## config.mk

```make
export PLATFORM = sky130hd
export DESIGN_NAME = extract_dispatch
export DESIGN_NICKNAME = d
export VERILOG_FILES = /design/src/rtl/extract_dispatch_pkg.sv /design/src/rtl/extract_dispatch_fifo.sv /design/src/rtl/extract_dispatch.sv
export SDC_FILE = /design/constraint.sdc
export NUM_CORES = 1
export LEC_CHECK = 0
export BUFFER_PORTS_ARGS = -buffer_cell sky130_fd_sc_hd__buf_2
export CAP_MARGIN = 30
export CORE_MARGIN = 2
export CORE_UTILIZATION = 25
export CTS_CLUSTER_DIAMETER = 150
export DETAILED_ROUTE_END_ITERATION = 10
export PLACE_DENSITY_LB_ADDON = 0.1
export SETUP_SLACK_MARGIN = 0.1
export SYNTH_ARGS = -nofsm -noshare
export SYNTH_HDL_FRONTEND = slang
export SYNTH_SLANG_ARGS = --single-unit
```

## constraint.sdc

```tcl
create_clock -name clk -period 5.3 [get_ports clk]
set_clock_uncertainty 0.15 [all_clocks]
set_input_delay 1.59 -clock clk [delete_from_list [all_inputs] [get_ports clk]]
set_output_delay 1.59 -clock clk [all_outputs]
set_load 0.03 [all_outputs]
```

## src/rtl/extract_dispatch_pkg.sv

```systemverilog
// Shared field layout and defaults for the leaf-side packet dispatcher.
// Packet layout from the MSB down: valid, leaf id, one gap bit, port.
package extract_dispatch_pkg;

    localparam int DEF_PACKET_BITS     = 97;
    localparam int DEF_NUM_LEAF_BITS   = 6;
    localparam int DEF_NUM_PORT_BITS   = 4;
    localparam int DEF_CFG_PORT_HI     = 1;
    localparam int DEF_OUTPUT_PORT_MIN = 9;

    function automatic int vld_pos(input int pb);
        return pb - 1;
    endfunction

    function automatic int leaf_lsb(input int pb, input int lb);
        return pb - 1 - lb;
    endfunction

    function automatic int port_lsb(input int pb, input int lb, input int nb);
        return pb - 1 - lb - 1 - nb;
    endfunction

    localparam int VLD_BIT  = vld_pos(DEF_PACKET_BITS);
    localparam int LEAF_MSB = VLD_BIT - 1;
    localparam int LEAF_LSB = leaf_lsb(DEF_PACKET_BITS, DEF_NUM_LEAF_BITS);
    localparam int PORT_MSB = LEAF_LSB - 2;
    localparam int PORT_LSB = port_lsb(DEF_PACKET_BITS, DEF_NUM_LEAF_BITS,
                                       DEF_NUM_PORT_BITS);

    function automatic logic [15:0] sat_inc(input logic [15:0] v);
        return (v == 16'hFFFF) ? v : v + 16'd1;
    endfunction

endpackage

```

## src/rtl/extract_dispatch_fifo.sv

```systemverilog
// Per-class packet FIFO; head reads as zero while empty.
// Caller only pushes when not full, or when popping on the same edge.
module leaf_pkt_fifo #(
    parameter int WIDTH = 97,
    parameter int DEPTH = 4
) (
    input  logic                       clk,
    input  logic                       reset_n,
    input  logic                       push,
    input  logic                       pop,
    input  logic [WIDTH-1:0]           din,
    output logic [WIDTH-1:0]           dout,
    output logic                       full,
    output logic                       empty,
    output logic [$clog2(DEPTH):0]     count
);

    localparam int AW = $clog2(DEPTH);
    localparam int CW = AW + 1;

    logic [WIDTH-1:0] mem [DEPTH];
    logic [AW-1:0]    rd_ptr;
    logic [AW-1:0]    wr_ptr;

    always_ff @(posedge clk or negedge reset_n) begin
        if (!reset_n) begin
            rd_ptr <= '0;
            wr_ptr <= '0;
            count  <= '0;
        end else begin
            if (push) wr_ptr <= wr_ptr + AW'(1);
            if (pop)  rd_ptr <= rd_ptr + AW'(1);
            unique case ({push, pop})
                2'b10:   count <= count + CW'(1);
                2'b01:   count <= count - CW'(1);
                default: count <= count;
            endcase
        end
    end

    always_ff @(posedge clk) begin
        if (push) mem[wr_ptr] <= din;
    end

    assign empty = (count == '0);
    assign full  = (count == CW'(DEPTH));
    assign dout  = empty ? '0 : mem[rd_ptr];

endmodule

```

## src/rtl/extract_dispatch.sv

```systemverilog
// Leaf-side dispatcher: classifies inbound BFT packets into config and
// stream FIFOs, drops on full with a resend pulse, registers outbound.
module extract_dispatch
    import extract_dispatch_pkg::*;
#(
    parameter int PACKET_BITS     = DEF_PACKET_BITS,
    parameter int NUM_LEAF_BITS   = DEF_NUM_LEAF_BITS,
    parameter int NUM_PORT_BITS   = DEF_NUM_PORT_BITS,
    parameter int CFG_PORT_HI     = DEF_CFG_PORT_HI,
    parameter int OUTPUT_PORT_MIN = DEF_OUTPUT_PORT_MIN,
    parameter int FIFO_DEPTH      = 4,
    parameter int LEAF_ID         = 0,
    parameter int CHECK_LEAF      = 0
) (
    input  logic                   clk,
    input  logic                   reset_n,
    input  logic [PACKET_BITS-1:0] din_leaf_bft2interface,
    input  logic                   resend,
    output logic                   resend_out,
    input  logic [PACKET_BITS-1:0] stream_in,
    output logic [PACKET_BITS-1:0] dout_leaf_interface2bft,
    output logic                   bft_resend_req,
    output logic [PACKET_BITS-1:0] stream_out,
    output logic                   stream_out_valid,
    input  logic                   stream_out_ready,
    output logic [PACKET_BITS-1:0] configure_out,
    output logic                   configure_out_valid,
    input  logic                   configure_out_ready,
    output logic [15:0]            drop_count,
    output logic [15:0]            misroute_count
);

    localparam int VLD_POS = vld_pos(PACKET_BITS);
    localparam int LF_LSB  = leaf_lsb(PACKET_BITS, NUM_LEAF_BITS);
    localparam int PT_LSB  = port_lsb(PACKET_BITS, NUM_LEAF_BITS, NUM_PORT_BITS);
    localparam int CW      = $clog2(FIFO_DEPTH) + 1;

    localparam logic [NUM_PORT_BITS-1:0] CFG_HI  = NUM_PORT_BITS'(CFG_PORT_HI);
    localparam logic [NUM_PORT_BITS-1:0] OUT_MIN = NUM_PORT_BITS'(OUTPUT_PORT_MIN);
    localparam logic [NUM_LEAF_BITS-1:0] MY_LEAF = NUM_LEAF_BITS'(LEAF_ID);

    logic                     vld;
    logic [NUM_LEAF_BITS-1:0] leaf;
    logic [NUM_PORT_BITS-1:0] port;
    logic                     is_cfg;
    logic                     misroute;
    logic                     take;

    logic          cfg_full, cfg_empty, cfg_pop, cfg_push, cfg_room;
    logic          str_full, str_empty, str_pop, str_push, str_room;
    logic [CW-1:0] cfg_count, str_count;
    logic          reject;

    assign vld  = din_leaf_bft2interface[VLD_POS];
    assign leaf = din_leaf_bft2interface[LF_LSB +: NUM_LEAF_BITS];
    assign port = din_leaf_bft2interface[PT_LSB +: NUM_PORT_BITS];

    assign is_cfg   = (port <= CFG_HI) || (port >= OUT_MIN);
    assign misroute = (CHECK_LEAF != 0) && (leaf != MY_LEAF);
    assign take     = vld && !misroute;

    // A full FIFO still accepts when its head leaves on the same edge.
    assign cfg_pop  = configure_out_valid && configure_out_ready;
    assign str_pop  = stream_out_valid && stream_out_ready;
    assign cfg_room = !cfg_full || cfg_pop;
    assign str_room = !str_full || str_pop;
    assign cfg_push = take && is_cfg && cfg_room;
    assign str_push = take && !is_cfg && str_room;
    assign reject   = take && (is_cfg ? !cfg_room : !str_room);

    leaf_pkt_fifo #(.WIDTH(PACKET_BITS), .DEPTH(FIFO_DEPTH)) u_cfg_fifo (
        .clk     (clk),
        .reset_n (reset_n),
        .push    (cfg_push),
        .pop     (cfg_pop),
        .din     (din_leaf_bft2interface),
        .dout    (configure_out),
        .full    (cfg_full),
        .empty   (cfg_empty),
        .count   (cfg_count)
    );

    leaf_pkt_fifo #(.WIDTH(PACKET_BITS), .DEPTH(FIFO_DEPTH)) u_stream_fifo (
        .clk     (clk),
        .reset_n (reset_n),
        .push    (str_push),
        .pop     (str_pop),
        .din     (din_leaf_bft2interface),
        .dout    (stream_out),
        .full    (str_full),
        .empty   (str_empty),
        .count   (str_count)
    );

    assign configure_out_valid = !cfg_empty;
    assign stream_out_valid    = !str_empty;
    assign resend_out          = resend;

    always_ff @(posedge clk or negedge reset_n) begin
        if (!reset_n) begin
            bft_resend_req          <= 1'b0;
            drop_count              <= '0;
            misroute_count          <= '0;
            dout_leaf_interface2bft <= '0;
        end else begin
            bft_resend_req          <= reject;
            dout_leaf_interface2bft <= stream_in;
            if (reject)
                drop_count <= sat_inc(drop_count);
            if (vld && misroute)
                misroute_count <= sat_inc(misroute_count);
        end
    end

    a_count_bound: assert property (@(posedge clk) disable iff (!reset_n)
        (cfg_count <= CW'(FIFO_DEPTH)) && (str_count <= CW'(FIFO_DEPTH)));

endmodule

```

# Word level (Yosys, flattened, before mapping)
# Memory sizes are Yosys's and may differ from the RTL's.
# Cells that the tools add are included.
# word_totals
register_bits	128
ram_bits	776
in_bits	199
out_inout_bits	327
elab_cells	61
mem_count	2
# memory_table
memory	words	word_bits	rd	rd_clocked_by_memory_dff	write_ports	line	source
u_cfg_fifo.mem	4	97	1	0	1	extract_dispatch_fifo.sv:21	logic [WIDTH-1:0] mem [DEPTH];
u_stream_fifo.mem	4	97	1	0	1	extract_dispatch_fifo.sv:21	
# classes
add_sub_neg	9
order_cmp	2
eq_ne	7
mux	9
bitwise_logic	1
reduce_logical	22
# op_table
cell	count
two-way mux 97 bit	2
adder 16 x 1 -> 16 bit (second input constant)	1
== test 16 bit (second input constant)	1
one-hot mux 3 bit (2 select lines)	2
adder 2 x 1 -> 2 bit (second input constant)	4
logical AND 1 bit	7
zero test 1 bit	7
adder 3 x 1 -> 3 bit (second input constant)	2
== test 3 bit (second input constant)	2
zero test 3 bit	2
subtractor 3 x 1 -> 3 bit (second input constant)	2
two-way mux 1 bit	5
== test 2 x 1 -> 1 bit (second input constant)	2
== test 2 bit (second input constant)	2
>= comparator 4 bit (second input constant)	1
<= comparator 4 x 1 -> 1 bit (second input constant)	1
nonzero test 2 bit	2
logical OR 1 bit	3
AND reduction 2 bit	1
inverter 1 bit	1

# Depth between registers and ports, before layout
# logic_depth
ltp_word	8
depth_mapped	11
depth_no_buf	10

# Hierarchy
# Synthesis repeated with hierarchy kept, for this count alone.
# hier_totals
hier_cells	1502
hier_area_um2	33674.8
# by_module_without_submodules
module	instances	cells_each	area_per_inst_um2	seq_area_each_um2
leaf_pkt_fifo (u_cfg_fifo)	1	650	15107.0	11826.3
leaf_pkt_fifo (u_stream_fifo)	1	651	15099.5	11826.3
extract_dispatch	1	201	3468.3	2852.7

# Worst setup path after synthesis
# No wires, ideal clock.
# synth_timing
kind	input-to-reg
startpoint	in din_leaf_bft2interface[85]
endpoint	mem u_stream_fifo.mem[0][0], enable pin
setup_time_ps	467
arrival_ps	4898
setup_slack_ps	-214
stages	5
path_buffers	1
cell_sequence	or4b_1 o21ai_2 and3b_1 clkbuf_1 and2_1
# synth_via
elab_chain_cells	7
# synth_rtl
element	line	source
start, declared	extract_dispatch.sv:17	input logic [PACKET_BITS-1:0] din_leaf_bft2interface,
<= comparator 4 x 1 -> 1 bit / >= comparator 4 bit (equally long branches)	extract_dispatch.sv:58	assign is_cfg = (port <= CFG_HI) || (port >= OUT_MIN);
logical OR 1 bit (*)	extract_dispatch.sv:58	
zero test 1 bit (*)	extract_dispatch.sv:68	assign str_push = take && !is_cfg && str_room;
logical AND 1 bit (*) (2 in a row)	extract_dispatch.sv:68	
two-way mux 1 bit (*)	extract_dispatch_fifo.sv:42	if (push) mem[wr_ptr] <= din;
two-way mux 1 bit (implied by the code) (*)	extract_dispatch_fifo.sv:42	
end, declared	extract_dispatch_fifo.sv:21	
# Every way passes the cells marked *; elsewhere a longest branch is shown, timed or not.

# Worst setup path after layout
# layout_timing
startpoint	reg u_cfg_fifo.rd_ptr[0]
endpoint	out configure_out[44]
# layout_via
elab_chain_cells	2
# layout_rtl
element	line	source
start, declared	extract_dispatch_fifo.sv:22	logic [AW-1:0] rd_ptr;
start signal, assigned	extract_dispatch_fifo.sv:32	if (pop) rd_ptr <= rd_ptr + AW'(1);
memory read (4 x 97 bit)	-	
two-way mux 97 bit	extract_dispatch_fifo.sv:47	assign dout = empty ? '0 : mem[rd_ptr];
end, declared	extract_dispatch.sv:26	output logic [PACKET_BITS-1:0] configure_out,
# Every way passes these cells.

==> flow_summary_export.csv <==
group,metric,value,unit
synthesis,ys_seq_area_share,79.4,%
place,dpl.hpwl,59800,um
synthesis,synth_area_leaders,"edfxtp_1, mux4_2, dfrtp_1",
run_status,status,"finished clean",
setup_path,r2r_slack,2160,ps
drt,vias,16700,
timing,slew_headroom,30.4,%
power_and_ir_drop,p_leak,14.8,nW
worst_hold_path,worstHoldPathType,"reg -> reg",
cts,clk_latency,720,ps
timing,hold_viol_final,0,
cts,cts_setup_buffers,0,
setup_path,rr_endpoint,"u_cfg_fifo.count[2]",
place,place_inst,3748,
synthesis,synth_fa_ha_area_share,0.532,%
setup_path,r2r-start,"u_cfg_fifo.count[0]",
cts,cts_sinks,904,
synthesis,synth_seq_cells,904,
cts,clkTransAtPathRegs,60,ps
global_routing,grt_max_degree,77,
power_and_ir_drop,power.density,591,nW/um^2
timing,fin_ws,599,ps
final_layout,fin_cells,3952,
synthesis,async_flop_share,14.2,%
synthesis,synth_compound_area_share,0.0712,%
power_and_ir_drop,p_total,24.8,mW
timing,totalNegativeSetupSlack,0,ps
timing,final-max-slew-violation-count,0,
timing,rsz0062_at_grt,"false",
global_routing,grt_overflow,0,
cts,cts_tree,"yes",
drt,wl_per_cell,23.7,um
synthesis,postSynthAreaPerCell,22.3,um^2
floorplanning,ios,526,
cts,cts_made_buffers,107,
global_routing,grt_usage,13.7,%
worst_hold_path,worstHoldPathCells,1,
timing,period_share,88.7,%
drt,drcViolationCount,0,
synthesis,synth_edf_count,776,
worst_hold_path,min_from,"u_cfg_fifo.count[2]",
setup_path,start_kind,"flip-flop",
final_layout,layout-drive-gt1-share,42.1,%
timing,fmax,213,MHz
synthesis,yosys_warnings,0,
drt,first_pass_iters,4,
place,io_buffers,507,
global_routing,antenna_found_initial,26,
setup_path,end_kind,"output pin",
cts,hold_buffers,0,
worst_hold_path,whs_endpoint,"u_cfg_fifo.count[2]",
drt,viasPerCell,4.22,
synthesis,syn_inst,1499,
setup_path,critPathMaxFanout,24,
setup_path,reg2regPathDepth,9,
place,place_congestion,0.767,
synthesis,netlist.area_leader.share,69.8,%
cts,clockRootBuffer,"clkbuf_16",
floorplanning,rows,134,
final_layout,layout.nets,2301,
floorplanning,die_w,369,um
floorplanning,die_h,369,um
cts,clockBufferDepth,3,
timing,finalSetupViolCount,0,
power_and_ir_drop,peakVddDrop,301,uV
synthesis,yosys.area_share.simple,4.66,%
floorplanning,core_area,133000,um^2
synthesis,synthMuxAreaShare,13.2,%
global_routing,grt_pass1_vias,18500,
cts,cts_resized,0,
timing,fin_crit,4700,ps
cts,cts_htree_levels,3,
synthesis,synth_cell_types,36,
run,drv_cap,0,
synthesis,synth_top_family_by_area,"multiplexers",
global_routing,grt_pass1_wl,134000,um
floorplanning,dieArea,136000,um^2
floorplanning,floorplan.initialDensity,25.1,%
synthesis,synth_area,33400,um^2
drt,wl,93700,um
place,place_ws,927,ps
timing,tightestPinTransition,1020,ps
synthesis,synthFlopType,"edfxtp_1",
synthesis,synth_xor_area_share,0.708,%
synthesis,yosys.area.top_type,"edfxtp_1",
final_layout,area_growth,25.7,%
drt,ant_nets,0,
setup_path,arrival,2960,ps
setup_path,required,3560,ps
drt,drtIter0Drc,1022,
setup_path,path_class,"reg -> out",
==> routing by layer <==
layer  up-vias  global-route usage [%]  part of all wire (%)
li1       7130                       -                     -
met1      8814                    17.2                    42
met2       550                    22.9                    49
met3       170                    4.18                   6.5
met4        26                    3.65                   2.4
met5         -                       0                  0.16
==> stage by stage <==
stage / utilization, % / cell area, um^2 / hold slack [ps]
2_1_floorplan: - / 33500 / 299
3_5_place_dp: 28.9 / 38500 / 338
6_report: 31.6 / 42000 / 342
3_3_place_gp: 28.9 / 38500 / 331
5_1_grt: 31.6 / 42000 / 359
4_1_cts: 31.6 / 42000 / 343
==> worst max path at each step <==
stage	depth (start not counted)	endpoint	start	slack, ps
floorplan	5	u_stream_fifo.mem[0][0]	din_leaf_bft2interface[85]	850
global route	4	configure_out[44]	u_cfg_fifo.rd_ptr[0]	370
global placement	6	u_stream_fifo.mem[1][68]	din_leaf_bft2interface[85]	880
detailed placement	6	u_stream_fifo.mem[1][61]	din_leaf_bft2interface[85]	930
CTS	4	configure_out[44]	u_cfg_fifo.rd_ptr[0]	390
finish	4	configure_out[44]	u_cfg_fifo.rd_ptr[0]	600
==> layout make-up <==
cell class,instances,area (um^2)
multi-input cells,511,6490
fillers,12900,91000
well taps,1768,2210
diodes,3,7.51
repair buffers,552,3200
flip-flops and latches,904,26500
inverters,13,48.8
clock buffers,136,2830
clock inverters,65,669
==> Yosys cell counts (2+ instances only) <==
master	n
dfrtp_1	128
edfxtp_1	776
or3_1	2
and3_1	4
nor2_1	5
xnor2_1	21
nand3_1	5
xor2_1	6
nand2_1	12
clkbuf_1	41
o21ai_0	3
ha_1	11
fa_1	2
buf_4	19
and2_1	204
nor3_1	3
mux4_2	194
buf_2	24
inv_1	13
nand4_1	10
==> cell families after synthesis <==
group / Yosys count
compound gates: 4
xor+xnor: 27
fa+ha+maj: 13
buf+inv: 99
flops: 904
mux: 197
other cells: 1
simple gates: 254
==> sequential cells by signal (all words and copies together), names as in the netlist <==
name,count
u_stream_fifo.wr_ptr,2
u_cfg_fifo.count,3
u_cfg_fifo.mem,388
u_stream_fifo.count,3
u_cfg_fifo.rd_ptr,2
u_stream_fifo.mem,388
bft_resend_req,1
u_cfg_fifo.wr_ptr,2
dout_leaf_interface2bft,97
drop_count,16
u_stream_fifo.rd_ptr,2
==> placed cells by master (no fill, tap or decap), types with 2 or more instances in the layout <==
| cell type | n |
|---|---|
| inv_16 | 3 |
| and2_1 | 196 |
| nand4_1 | 10 |
| fa_1 | 2 |
| xnor2_1 | 21 |
| nor3_1 | 3 |
| nand2_1 | 12 |
| dfrtp_1 | 124 |
| ha_1 | 11 |
| nand3_1 | 5 |
| clkinv_1 | 21 |
| clkinv_4 | 2 |
| bufinv_16 | 11 |
| xor2_1 | 6 |
| mux4_2 | 194 |
| and2_4 | 8 |
| clkinvlp_4 | 2 |
| buf_12 | 26 |
| diode_2 | 3 |
| nor2_1 | 5 |
| edfxtp_1 | 776 |
| inv_1 | 13 |
| dfrtp_4 | 4 |
| and3_1 | 4 |
| o21ai_0 | 3 |
| conb_1 | 16 |
| buf_4 | 20 |
| or3_4 | 2 |
| clkbuf_8 | 2 |
| clkbuf_16 | 108 |
| clkbuf_1 | 26 |
| buf_2 | 506 |
| clkinv_2 | 21 |
| inv_6 | 3 |
==> where the power goes <==
part | total [mW] | internal (mW) | leakage, nW | switching, mW
logic | 8.57 | 3.05 | 4.49 | 5.51
clock network | 7.27 | 4.32 | 1.71 | 2.95
registers | 8.96 | 8.52 | 8.57 | 0.441
==> critical path, cell delays in order, from the launching register on <==
cell and delay, ps:
dfrtp_4 840, buf_4 450, mux4_2 580, and2_1 170, buf_2 170
(Power assumes the default switching activity.)
